[src/rtl/serial_add_ctrl.sv]
// serial_add_ctrl: bit-serial adder sequencer.
// Operands arrive over a valid/ready handshake. One full_adder cell adds them
// one bit per clock, LSB first. Sum, carry-out and signed overflow are
// returned over a second valid/ready handshake.
// Optional feature: define SERIAL_ADD_SUB_EN to honour the sub request (a-b).

// Single-bit full adder cell shared across all bit positions.
module full_adder (
  input  logic a,
  input  logic b,
  input  logic ci,
  output logic s,
  output logic co
);

  assign s  = a ^ b ^ ci;
  assign co = (a & b) | (ci & (a ^ b));

endmodule

module serial_add_ctrl #(
  parameter int unsigned WIDTH = 8
) (
  input  logic             clk,
  input  logic             rst,
  input  logic             in_valid,
  output logic             in_ready,
  input  logic [WIDTH-1:0] a,
  input  logic [WIDTH-1:0] b,
  input  logic             cin,
  input  logic             sub,
  output logic             out_valid,
  input  logic             out_ready,
  output logic [WIDTH-1:0] sum,
  output logic             cout,
  output logic             ovf,
  output logic             busy
);

  localparam int unsigned CW = $clog2(WIDTH);
  localparam logic [CW-1:0] LAST = CW'(WIDTH - 1);

  typedef enum logic [1:0] {
    IDLE,
    RUN,
    DONE
  } state_t;

  state_t           state;
  logic [WIDTH-1:0] a_sr;
  logic [WIDTH-1:0] b_sr;
  logic [WIDTH-1:0] sum_sr;
  logic             carry;
  logic [CW-1:0]    cnt;

  logic             fa_s;
  logic             fa_co;
  logic [WIDTH-1:0] b_init;
  logic             carry_init;

  full_adder u_fa (
    .a  (a_sr[0]),
    .b  (b_sr[0]),
    .ci (carry),
    .s  (fa_s),
    .co (fa_co)
  );

`ifdef SERIAL_ADD_SUB_EN
  // Subtraction as a + ~b + 1: invert b at capture and force the initial carry.
  always_comb begin
    b_init     = b;
    carry_init = cin;
    if (sub) begin
      b_init     = ~b;
      carry_init = 1'b1;
    end
  end
`else
  logic unused_sub;
  assign unused_sub = sub;

  // Add-only build: operands and carry-in pass straight through.
  always_comb begin
    b_init     = b;
    carry_init = cin;
  end
`endif

  // Sequencer: accept operands, shift one bit per clock, hold result until taken.
  always_ff @(posedge clk or posedge rst) begin
    if (rst) begin
      state     <= IDLE;
      in_ready  <= 1'b1;
      out_valid <= 1'b0;
      busy      <= 1'b0;
      sum       <= '0;
      cout      <= 1'b0;
      ovf       <= 1'b0;
      carry     <= 1'b0;
      cnt       <= '0;
      a_sr      <= '0;
      b_sr      <= '0;
      sum_sr    <= '0;
    end else begin
      case (state)
        IDLE: begin
          if (in_valid && in_ready) begin
            a_sr     <= a;
            b_sr     <= b_init;
            carry    <= carry_init;
            cnt      <= '0;
            in_ready <= 1'b0;
            busy     <= 1'b1;
            state    <= RUN;
          end
        end

        RUN: begin
          a_sr   <= {1'b0, a_sr[WIDTH-1:1]};
          b_sr   <= {1'b0, b_sr[WIDTH-1:1]};
          sum_sr <= {fa_s, sum_sr[WIDTH-1:1]};
          carry  <= fa_co;
          if (cnt == LAST) begin
            // The visible sum is only updated here, so the previous result
            // stays stable while the shift register fills.
            sum       <= {fa_s, sum_sr[WIDTH-1:1]};
            cout      <= fa_co;
            ovf       <= carry ^ fa_co;
            out_valid <= 1'b1;
            state     <= DONE;
          end else begin
            cnt <= cnt + 1'b1;
          end
        end

        DONE: begin
          if (out_valid && out_ready) begin
            out_valid <= 1'b0;
            in_ready  <= 1'b1;
            busy      <= 1'b0;
            state     <= IDLE;
          end
        end

        default: begin
          state     <= IDLE;
          in_ready  <= 1'b1;
          out_valid <= 1'b0;
          busy      <= 1'b0;
        end
      endcase
    end
  end

endmodule

[config.mk]
export PLATFORM = sky130hd
export DESIGN_NAME = serial_add_ctrl
export DESIGN_NICKNAME = d
export VERILOG_FILES = /design/src/rtl/serial_add_ctrl.sv
export SDC_FILE = /design/constraint.sdc
export NUM_CORES = 1
export LEC_CHECK = 0
export ABC_AREA = 0
export BUFFER_PORTS_ARGS = -buffer_cell sky130_fd_sc_hd__buf_2
export CAP_MARGIN = 15
export CORE_MARGIN = 5
export CORE_UTILIZATION = 59
export CTS_CLUSTER_DIAMETER = 40
export CTS_CLUSTER_SIZE = 16
export DETAILED_ROUTE_END_ITERATION = 8
export HOLD_SLACK_MARGIN = 0.08
export PLACE_DENSITY = 0.85
export SLEW_MARGIN = 5
export SYNTH_ARGS = -nofsm -noshare
export SYNTH_HDL_FRONTEND = slang
export SYNTH_SLANG_ARGS = --single-unit
[constraint.sdc]
create_clock -name clk -period 2.5 [get_ports clk]
set_input_delay 0.25 -clock clk [delete_from_list [all_inputs] [get_ports clk]]
set_output_delay 0.25 -clock clk [all_outputs]
set_load 0.005 [all_outputs]
**After elaboration in Yosys (flattened, before gate mapping)**

Cells that the tools add are included.

- Output and inout port bits: 13
- Input bits: 22
- Bits in registers: 43
- Logic and storage cells: 59

- Bitwise gates (word level): 8
- Add/sub/neg operators: 1
- Equal/unequal tests: 7
- Muxes and demuxes: 21
- Reductions and logical operators: 10

Operators with widths:

| operator | count |
|---|---|
| $pmux 8 s2 | 2 |
| $mux 8 | 2 |
| $reduce_and 3->1 | 4 |
| $pmux 1 s3 | 3 |
| $ne 2x2->1 const B | 4 |
| $mux 1 | 6 |
| $mux 2 | 3 |
| $mux 3 | 2 |
| $pmux 2 s3 | 1 |
| $pmux 3 s2 | 1 |
| $reduce_and 2->1 | 2 |
| $add 3x1->3 const B | 1 |
| $eq 3x3->1 const B | 1 |
| $xor 1x1->1 | 3 |
| $and 1x1->1 | 2 |
| $eq 2x1->1 const B | 1 |
| $eq 2x2->1 const B | 1 |
| $logic_and 1x1->1 | 2 |
| $logic_not 2->1 | 1 |
| $not 1->1 | 2 |
| $pmux 1 s2 | 1 |
| $reduce_bool 2->1 | 1 |
| $or 1x1->1 | 1 |

**Logic depth before layout (Yosys ltp)**

Gate-level depths: netlist of run 1.

- Depth after elaboration: 4
- Gate-level depth with buffers: 6
- Depth with buffers taken out: 5

**Modules after synthesis**

From an unflattened synthesis of run 1, not the netlist that was laid out.

- Cells, all modules: 159
- Area total of the unflattened synthesis: 1,913.1 µm²

Modules (own cells, without submodules):

| module | sequential area each (µm²) | cells each | area each (µm²) | times used |
|---|---|---|---|---|
| serial_add_ctrl | 1,052.3 | 158 | 1,893.1 | 1 |
| full_adder | 0.0 | 1 | 20.0 | 1 |

**Worst setup path before layout of run 1**

No wires, ideal clock.

- Path type: reg2reg
- Start point: register in_ready
- End point: register a_sr[0]
- Data arrival time: 1.544 ns
- Library setup time: 0.125 ns
- Cell stages (with the launch flop): 5
- Buffers on the path: 1
- Setup slack: 0.831 ns
- Cells stage by stage: dfstp_2 -> a21oi_1 -> nor2_1 -> clkbuf_8 -> mux2_4

- Cells in the longest elaborated chain, start to end: 3

RTL lines:

| element | RTL line | source |
|---|---|---|
| from (decl) | 27 | `output logic in_ready,` |
| from (signal assigned) | 94 | `in_ready <= 1'b1;` |
| from (signal assigned) | 113 | `in_ready <= 1'b0;` |
| from (signal assigned) | 140 | `in_ready <= 1'b1;` |
| $logic_and 1x1->1 | 108 | `if (in_valid && in_ready) begin` |
| $ne 2x2->1 (no line) | -- |  |
| $reduce_and 2->1 (no line) | -- |  |
| to (signal assigned) | 120 | `a_sr <= {1'b0, a_sr[WIDTH-1:1]};` |
| to (decl) | 50 | `logic [WIDTH-1:0] a_sr;` |

Every way passes these cells.
A chain may end at the register's enable or synchronous reset.

**Worst setup path in the final report of run 1**

- Start point: register state[0]
- End point: register carry

- Cells in the longest elaborated chain, start to end: 3
- Elaborated cells on any way between the ends: 6
- Those cells by class: eq/ne (2); mux (1); reduce/logical (3)

RTL lines:

| element | RTL line | source |
|---|---|---|
| from (decl) | 49 | `state_t state;` |
| from (signal assigned) | 93 | `state <= IDLE;` |
| from (signal assigned) | 115 | `state <= RUN;` |
| from (signal assigned) | 131 | `state <= DONE;` |
| $eq 2x1->1 or $logic_not 2->1 (tied branches) | 106 | `case (state)` |
| $reduce_bool 2->1 (no line) or $ne 2x2->1 (tied branches) | -- |  |
| $reduce_and 2->1 (no line) | -- |  |
| to (signal assigned) | 111 | `carry <= carry_init;` |
| to (signal assigned) | 123 | `carry <= fa_co;` |
| to (decl) | 53 | `logic carry;` |

Parallel ways exist; a longest one is shown, timed or not.

==> impl_metrics.yaml, run 1 <==
status:
  status: "finished clean"
clocking:
  cts_setup_buffers: 0
  clk-insertion-delay-late_ns: 0.35
  clockBufferDepth: 2
  cts_made_buffers: 5
  clock-root-buffer: "clkbuf_4"
  cts_max_level: 2
  cts_tree: "yes"
  clk_pin_slew_ns: 0.12
  cts_sinks: 42
floorplan:
  core_mm2: 0.00331
  die_h_um: 68.2
  num_rows: 21
  start_util_pct: 60.3
  io_pins: 35
  die_x_um: 68.2
  fp.dieArea_mm2: 0.00465
timing:
  setup_viol: 0
  worst_pin_slew_ns: 0.604
  fin_worst_skew_ns: 0.00942
  min_period_ns: 1.93
  timing.slew.headroom_pct: 59.6
  worst_slack_ns: 0.572
  whs_ns: 0.208
  hold_violations: 0
  slew_violations: 0
  max_freq_mhz: 519
  period_share_pct: 77.1
  setup_tns_ns: 0
  rsz0062_at_grt: "false"
cells_and_area:
  finalNetCount: 202
  antenna-diode-count: 0
  finalInstanceArea_mm2: 0.00226
  layout_commonest_cell: "dfrtp_1"
  syn2layout_area_growth_pct: 13.3
  drive_gt1_share_pct: 51.7
  final_util_pct: 68.3
  layout_common_cells: "dfrtp_1 (41), buf_2 (33), mux2_2 (24)"
worst_setup_path:
  cp_cell_sequence: "nor2b_4 > mux2_2 > mux2_2"
  critPathBufInv: 0
  critPathLaunchType: "flop"
  cp.arrival_ns: 2.18
  cpMostUsedCell: "mux2_2"
  worstSetupEndpointType: "flop"
  cp.required_ns: 2.75
  critical_path_class: "flop to flop"
  slowest_delay_ns: 0.60
  cp_top_family: "multiplexers"
  cpMaxStageDelayCell: "nor2b_4"
  cp_max_fo: 18
routing:
  avgRoutedWirePerCell_um: 15.1
  vias: 1182
  avgViaCountPerCell: 5.28
  drt-initial-drc-count: 69
  postRouteAntennaNets: 0
  drc: 0
  firstDrtPassIters: 4
  routed_wl_um: 3370
yosys:
  synthesis.nets: 164
  syn_area_per_cell_um2: 14.4
  synthDistinctLibCells: 27
  synth-seq-area-share_pct: 52.7
  synth_seq_cells: 42
  yosys_warnings: 0
  synth_top_cell_by_area: "dfrtp_1"
  synthesis.area_mm2: 0.00200
  synthTopCellsByArea: "dfrtp_1 (51%), mux2_4 (17%), mux2_2 (14%)"
  synth_top_area_share_pct: 51.4
  synthCells: 139
global_routing:
  grt_pass1_wl_um: 5680
  grt_max_degree: 19
  grt_pass1_vias: 1245
  grt.met3_usage_pct: 5.75
  use_met1_pct: 19.7
  grt-busiest-layer: "met2"
  met2_usage_pct: 27.8
  grt_usage_pct: 16.8
  antenna_found_initial: 0
  overflow: 0
power:
  ir_drop_v: 0.000538
  power.density_mw_per_mm2: 1050
  leakagePower_nw: 1.12
place:
  io_buffers: 33
  pre_cts_slack_ns: 0.571
  place_congestion: 0.725
  dpl.hpwl_um: 2540
  post_dp_cell_area_mm2: 0.00217
run:
  drv_cap: 0
worst_hold_path:
  min-delay-path-class: "primary input to flop"
[sequential cells by signal (all words and copies together), names as in the netlist]
name       cells
sum            8
out_valid      1
carry          1
busy           1
a_sr           8
state          2
cnt            3
sum_sr         7
b_sr           8
ovf            1
cout           1
in_ready       1
[cell families (layout without fill, tap and decap cells)]
logic type / Yosys count / in the layout / synth area share [%]
muxes: 46 / 46 / 30.1
DFF: 42 / 42 / 52.7
AOI/OAI and AO/OA: 18 / 18 / 5.33
and+or+nand+nor: 17 / 17 / 4.39
buffers and inverters: 12 / 51 / 4.76
adders and majority gates: 3 / 3 / 2.26
xor gates and xnor gates: 1 / 1 / 0.439
[synthesized netlist by cell type]
cell type / number
nor3b_1: 1
nand2_1: 10
and3b_1: 1
xnor2_1: 1
clkbuf_8: 1
clkbuf_1: 1
o22ai_1: 1
fa_1: 1
nand3b_1: 1
dfstp_2: 1
buf_6: 3
nor2b_4: 1
a211oi_1: 1
a22oi_1: 2
mux2_4: 22
o21ai_0: 7
mux2_2: 24
o2bb2ai_1: 1
nand3_1: 1
dfrtp_1: 41
ha_1: 2
buf_2: 1
nor2_1: 2
buf_12: 1
inv_1: 5
o22a_1: 1
a21oi_1: 5
[worst reg2reg max path: stages, from the launching register on]
cell and delay [ns]:
dfrtp_1 0.55, nor2b_4 0.60, mux2_2 0.41, mux2_2 0.27
[stage by stage]
stage | std cells | power [mW]
after floorplan | 139 | 1.79
after global placement | 215 | 1.91
after detailed placement | 215 | 1.98
after CTS | 224 | 2.41
after global routing | 224 | 2.54
final | 224 | 2.38
[metal layers]
layer	share of wire, %	routed length (um)
met3	6.0	201
met1	43	1450
met2	49	1660
met4	1.8	61
met5	0	0
[final cells by class]
cell class	instances	area, um2
Clock buffer	6	41.3
Clock inverter	2	37.5
Fill cell	270	1050
Inverter	5	18.8
Multi-Input combinational cell	85	848
Sequential cell	42	1050
Tap cell	46	57.6
Timing Repair Buffer	38	205
[power breakdown]
part           internal, mW  switching, mW
logic                 0.519          0.294
registers             0.950          0.195
clock network         0.211          0.213
[repair_timing]
item	4_1_cts	5_1_grt
endpoints found under the hold margin	8	0
resized for setup	0	0
endpoints found under the setup margin	0	0
hold buffers	1	0
[final timing paths]
| path | startpoint | to | slack (ns) | depth (start not counted) |
|---|---|---|---|---|
| max | state[0]$_DFFE_PP0P_ | carry$_DFFE_PP0P_ | 0.57 | 3 |
| min | b[7] | b_sr[7]$_DFFE_PP0P_ | 0.21 | 3 |
| max reg2reg | state[0]$_DFFE_PP0P_ | carry$_DFFE_PP0P_ | 0.57 | 3 |
| min reg2reg | a_sr[6]$_DFFE_PP0P_ | a_sr[6]$_DFFE_PP0P_ | 0.51 | 1 |
| max in group asynchronous | rst | in_ready$_DFFE_PP1P_ | 1.49 | 4 |
| min in group asynchronous | rst | b_sr[4]$_DFFE_PP0P_ | 0.39 | 3 |
No activity file was read; power rests on OpenSTA's default activity.
==> inputs of run 2 (changes only) <==
ABC_AREA = 1   (was 0)
CORE_UTILIZATION = 54   (was 59)
PLACE_DENSITY = 0.8   (was 0.85)
clock period = 1.9 ns   (was 2.5 ns; I/O delays follow)
==> run 2 against run 1 <==
  * Combinational power grew 60%
  * Register-to-register slack lost 0.17 ns
  * Flip-flop and latch count is the same
  * Fmax grew 29%
  * Cell count grew 40%
  * Clock skew grew 0.0035 ns
  * Die area grew 3.3%
==> impl_metrics.yaml, run 2 <==
status:
  status: "finished clean"
timing:
  max_freq_mhz: 669
  setup_viol: 0
  worst_pin_slew_ns: 0.518
  slew_violations: 0
  rsz0062_at_grt: "false"
  period_share_pct: 78.7
  min_period_ns: 1.49
  hold_violations: 0
  setup_tns_ns: 0
  fin_worst_skew_ns: 0.0129
  timing.slew.headroom_pct: 65.5
cells_and_area:
  regArea_mm2: 0.00105
  finalNetCount: 292
  layout_common_cells: "nand2_1 (125), dfrtp_1 (41), buf_2 (33)"
  layout_commonest_cell: "nand2_1"
  finalInstanceArea_mm2: 0.00217
  drive_gt1_share_pct: 19.4
  multi_input_area_um2: 727
  syn2layout_area_growth_pct: 14.6
  fill_cells: 324
  antenna-diode-count: 0
  top_regs: "a_sr x8, b_sr x8, sum x8"
worst_setup_path:
  cp-endpoint: "sum[7]$_DFFE_PP0P_"
  cp_top_family: "flip-flops"
  rr_endpoint: "sum[7]$_DFFE_PP0P_"
  critical_path.startpoint: "cnt[0]$_DFFE_PP0P_"
  cpMaxStageDelayCell: "dfrtp_1"
  cp_max_fo: 21
  cp.arrival_ns: 1.79
  cpMostUsedCell: "ha_1"
  worstReg2RegStart: "cnt[0]$_DFFE_PP0P_"
  critPathBufInv: 2
  worstSetupEndpointType: "flop"
  cp.required_ns: 2.19
  critPathLaunchType: "flop"
  cp_cell_sequence: "ha_1 > ha_1 > inv_1 > nor2_2 > inv_2 > nand2_1 > o21ai_1"
  rrSetupSlack_ns: 0.41
  slowest_delay_ns: 0.42
  cp.depth: 7
  critical_path_class: "flop to flop"
  ff2ff_path_depth: 7
power:
  power_switching_mw: 1.32
  switching_share_pct: 39.8
  leakagePower_nw: 1.25
  comb_power_share_pct: 39.3
  pwr-share-seq_pct: 43.8
  power.density_mw_per_mm2: 1520
  power.share.clock_pct: 16.9
  ir_drop_v: 0.000710
  p_int_mw: 1.99
  power_mw: 3.31
routing:
  vias: 1476
  avgRoutedWirePerCell_um: 11.0
  drt-initial-drc-count: 89
  postRouteAntennaNets: 0
  routed_wl_um: 3440
  drc: 0
  firstDrtPassIters: 4
  avgViaCountPerCell: 4.70
floorplan:
  start_util_pct: 56.4
  die_x_um: 69.3
  fp.dieArea_mm2: 0.00480
  num_rows: 21
  core_mm2: 0.00336
  io_pins: 35
  die_h_um: 69.3
place:
  io_buffers: 33
  post_dp_cell_area_mm2: 0.00208
  place_congestion: 0.722
  dpl.hpwl_um: 2370
run:
  drv_cap: 0
global_routing:
  overflow: 0
  grt_pass1_vias: 1427
  grt_usage_pct: 15.8
  grt_max_degree: 43
  antenna_found_initial: 0
  grt_pass1_wl_um: 6200
yosys:
  netlist_top_cells_count: "nand2_1 (125), dfrtp_1 (41), inv_1 (14), nand3_1 (9), o21ai_1 (9)"
  synth.most_common_cell: "nand2_1"
  yosys_warnings: 0
  synth_flop_cell: "dfrtp_1"
  synth_seq_cells: 42
  synthesis.area_mm2: 0.00190
  async_flop_share_pct: 100
  synthDistinctLibCells: 21
  synth_top_area_share_pct: 54.1
  synth_top_cell_by_area: "dfrtp_1"
  syn_area_per_cell_um2: 8.18
  synthCells: 232
  synth-seq-area-share_pct: 55.5
  synthesis.nets: 257
  synthTopCellsByArea: "dfrtp_1 (54%), nand2_1 (25%), inv_1 (2.8%)"
  synth_edf_count: 0
clocking:
  cts_tree: "yes"
  clk-insertion-delay-late_ns: 0.35
  clk_pin_slew_ns: 0.13
  cts_sinks: 42
  cts_max_level: 2
  cts_hold_repair.buffers: 2
  cts_setup_buffers: 0
  cts_made_buffers: 5
  clockBufferDepth: 2
  clock-root-buffer: "clkbuf_4"
  cts_resized: 0
worst_hold_path:
  min-delay-path-class: "primary input to flop"
  hold_depth: 3
==> run 2: worst min-delay path, stage by stage <==
cell and delay, ns:
buf_2 0.08, nand3_1 0.08, nand2_1 0.07
==> run 2: power groups by stage <==
| stage | Sequential (mW) | Clock (mW) | Combinational, mW |
|---|---|---|---|
| 6_report | 1.45 | 0.559 | 1.30 |
| 5_1_grt | 1.50 | 0.617 | 1.54 |
| 4_1_cts | 1.45 | 0.574 | 1.34 |
| 3_5_place_dp | 1.47 | 0 | 1.33 |
| 3_3_place_gp | 1.45 | 0 | 1.28 |
| 2_1_floorplan | 1.45 | 0 | 1.06 |
==> run 2: worst min path at each step <==
stage,end,start
2_1_floorplan,b_sr[7]$_DFFE_PP0P_,b[7]
3_3_place_gp,busy$_DFFE_PP0P_,rst
3_5_place_dp,busy$_DFFE_PP0P_,rst
4_1_cts,a_sr[7]$_DFFE_PP0P_,a[7]
5_1_grt,a_sr[7]$_DFFE_PP0P_,a[7]
6_report,a_sr[7]$_DFFE_PP0P_,a[7]
==> run 2: metal layers <==
| layer | GRT usage [%] | wire [um] | up-vias | share of wire, % |
|---|---|---|---|---|
| li1 | - | - | 779 | - |
| met1 | 19.1 | 1560 | 665 | 45 |
| met2 | 26.5 | 1650 | 26 | 48 |
| met3 | 5.51 | 174 | 6 | 5.1 |
| met4 | 5.21 | 55 | 0 | 1.6 |
| met5 | 0 | 0 | - | 0 |
==> run 2: layout make-up <==
cell class	count	area share, %
clock buffer	5	1.73
sequential	42	48.4
inverter	17	3.05
tap	46	2.65
multi-input combinational	165	33.4
clock inverter	3	1.84
timing repair buffer	36	8.87
==> run 2: logic make-up (layout without fill, tap and decap cells) <==
group,Yosys count,in the layout,share of synthesized area [%]
buf+inv,25,61,6.20
xor+xnor,1,1,0.462
simple gates,142,142,30.5
flops,42,42,55.5
compound gates,19,19,5.01
fa+ha+maj,3,3,2.37
==> run 2: metrics by stage <==
step           setup slack (ns)  hold slack (ns)  utilization, %  cells
6_report                  0.405            0.108            64.6    314
4_1_cts                   0.383           0.0951            64.6    314
5_1_grt                   0.243           0.0971            64.6    314
3_3_place_gp              0.443            0.349            61.7    304
2_1_floorplan             0.597            0.335               -    232
3_5_place_dp              0.411            0.346            61.7    304
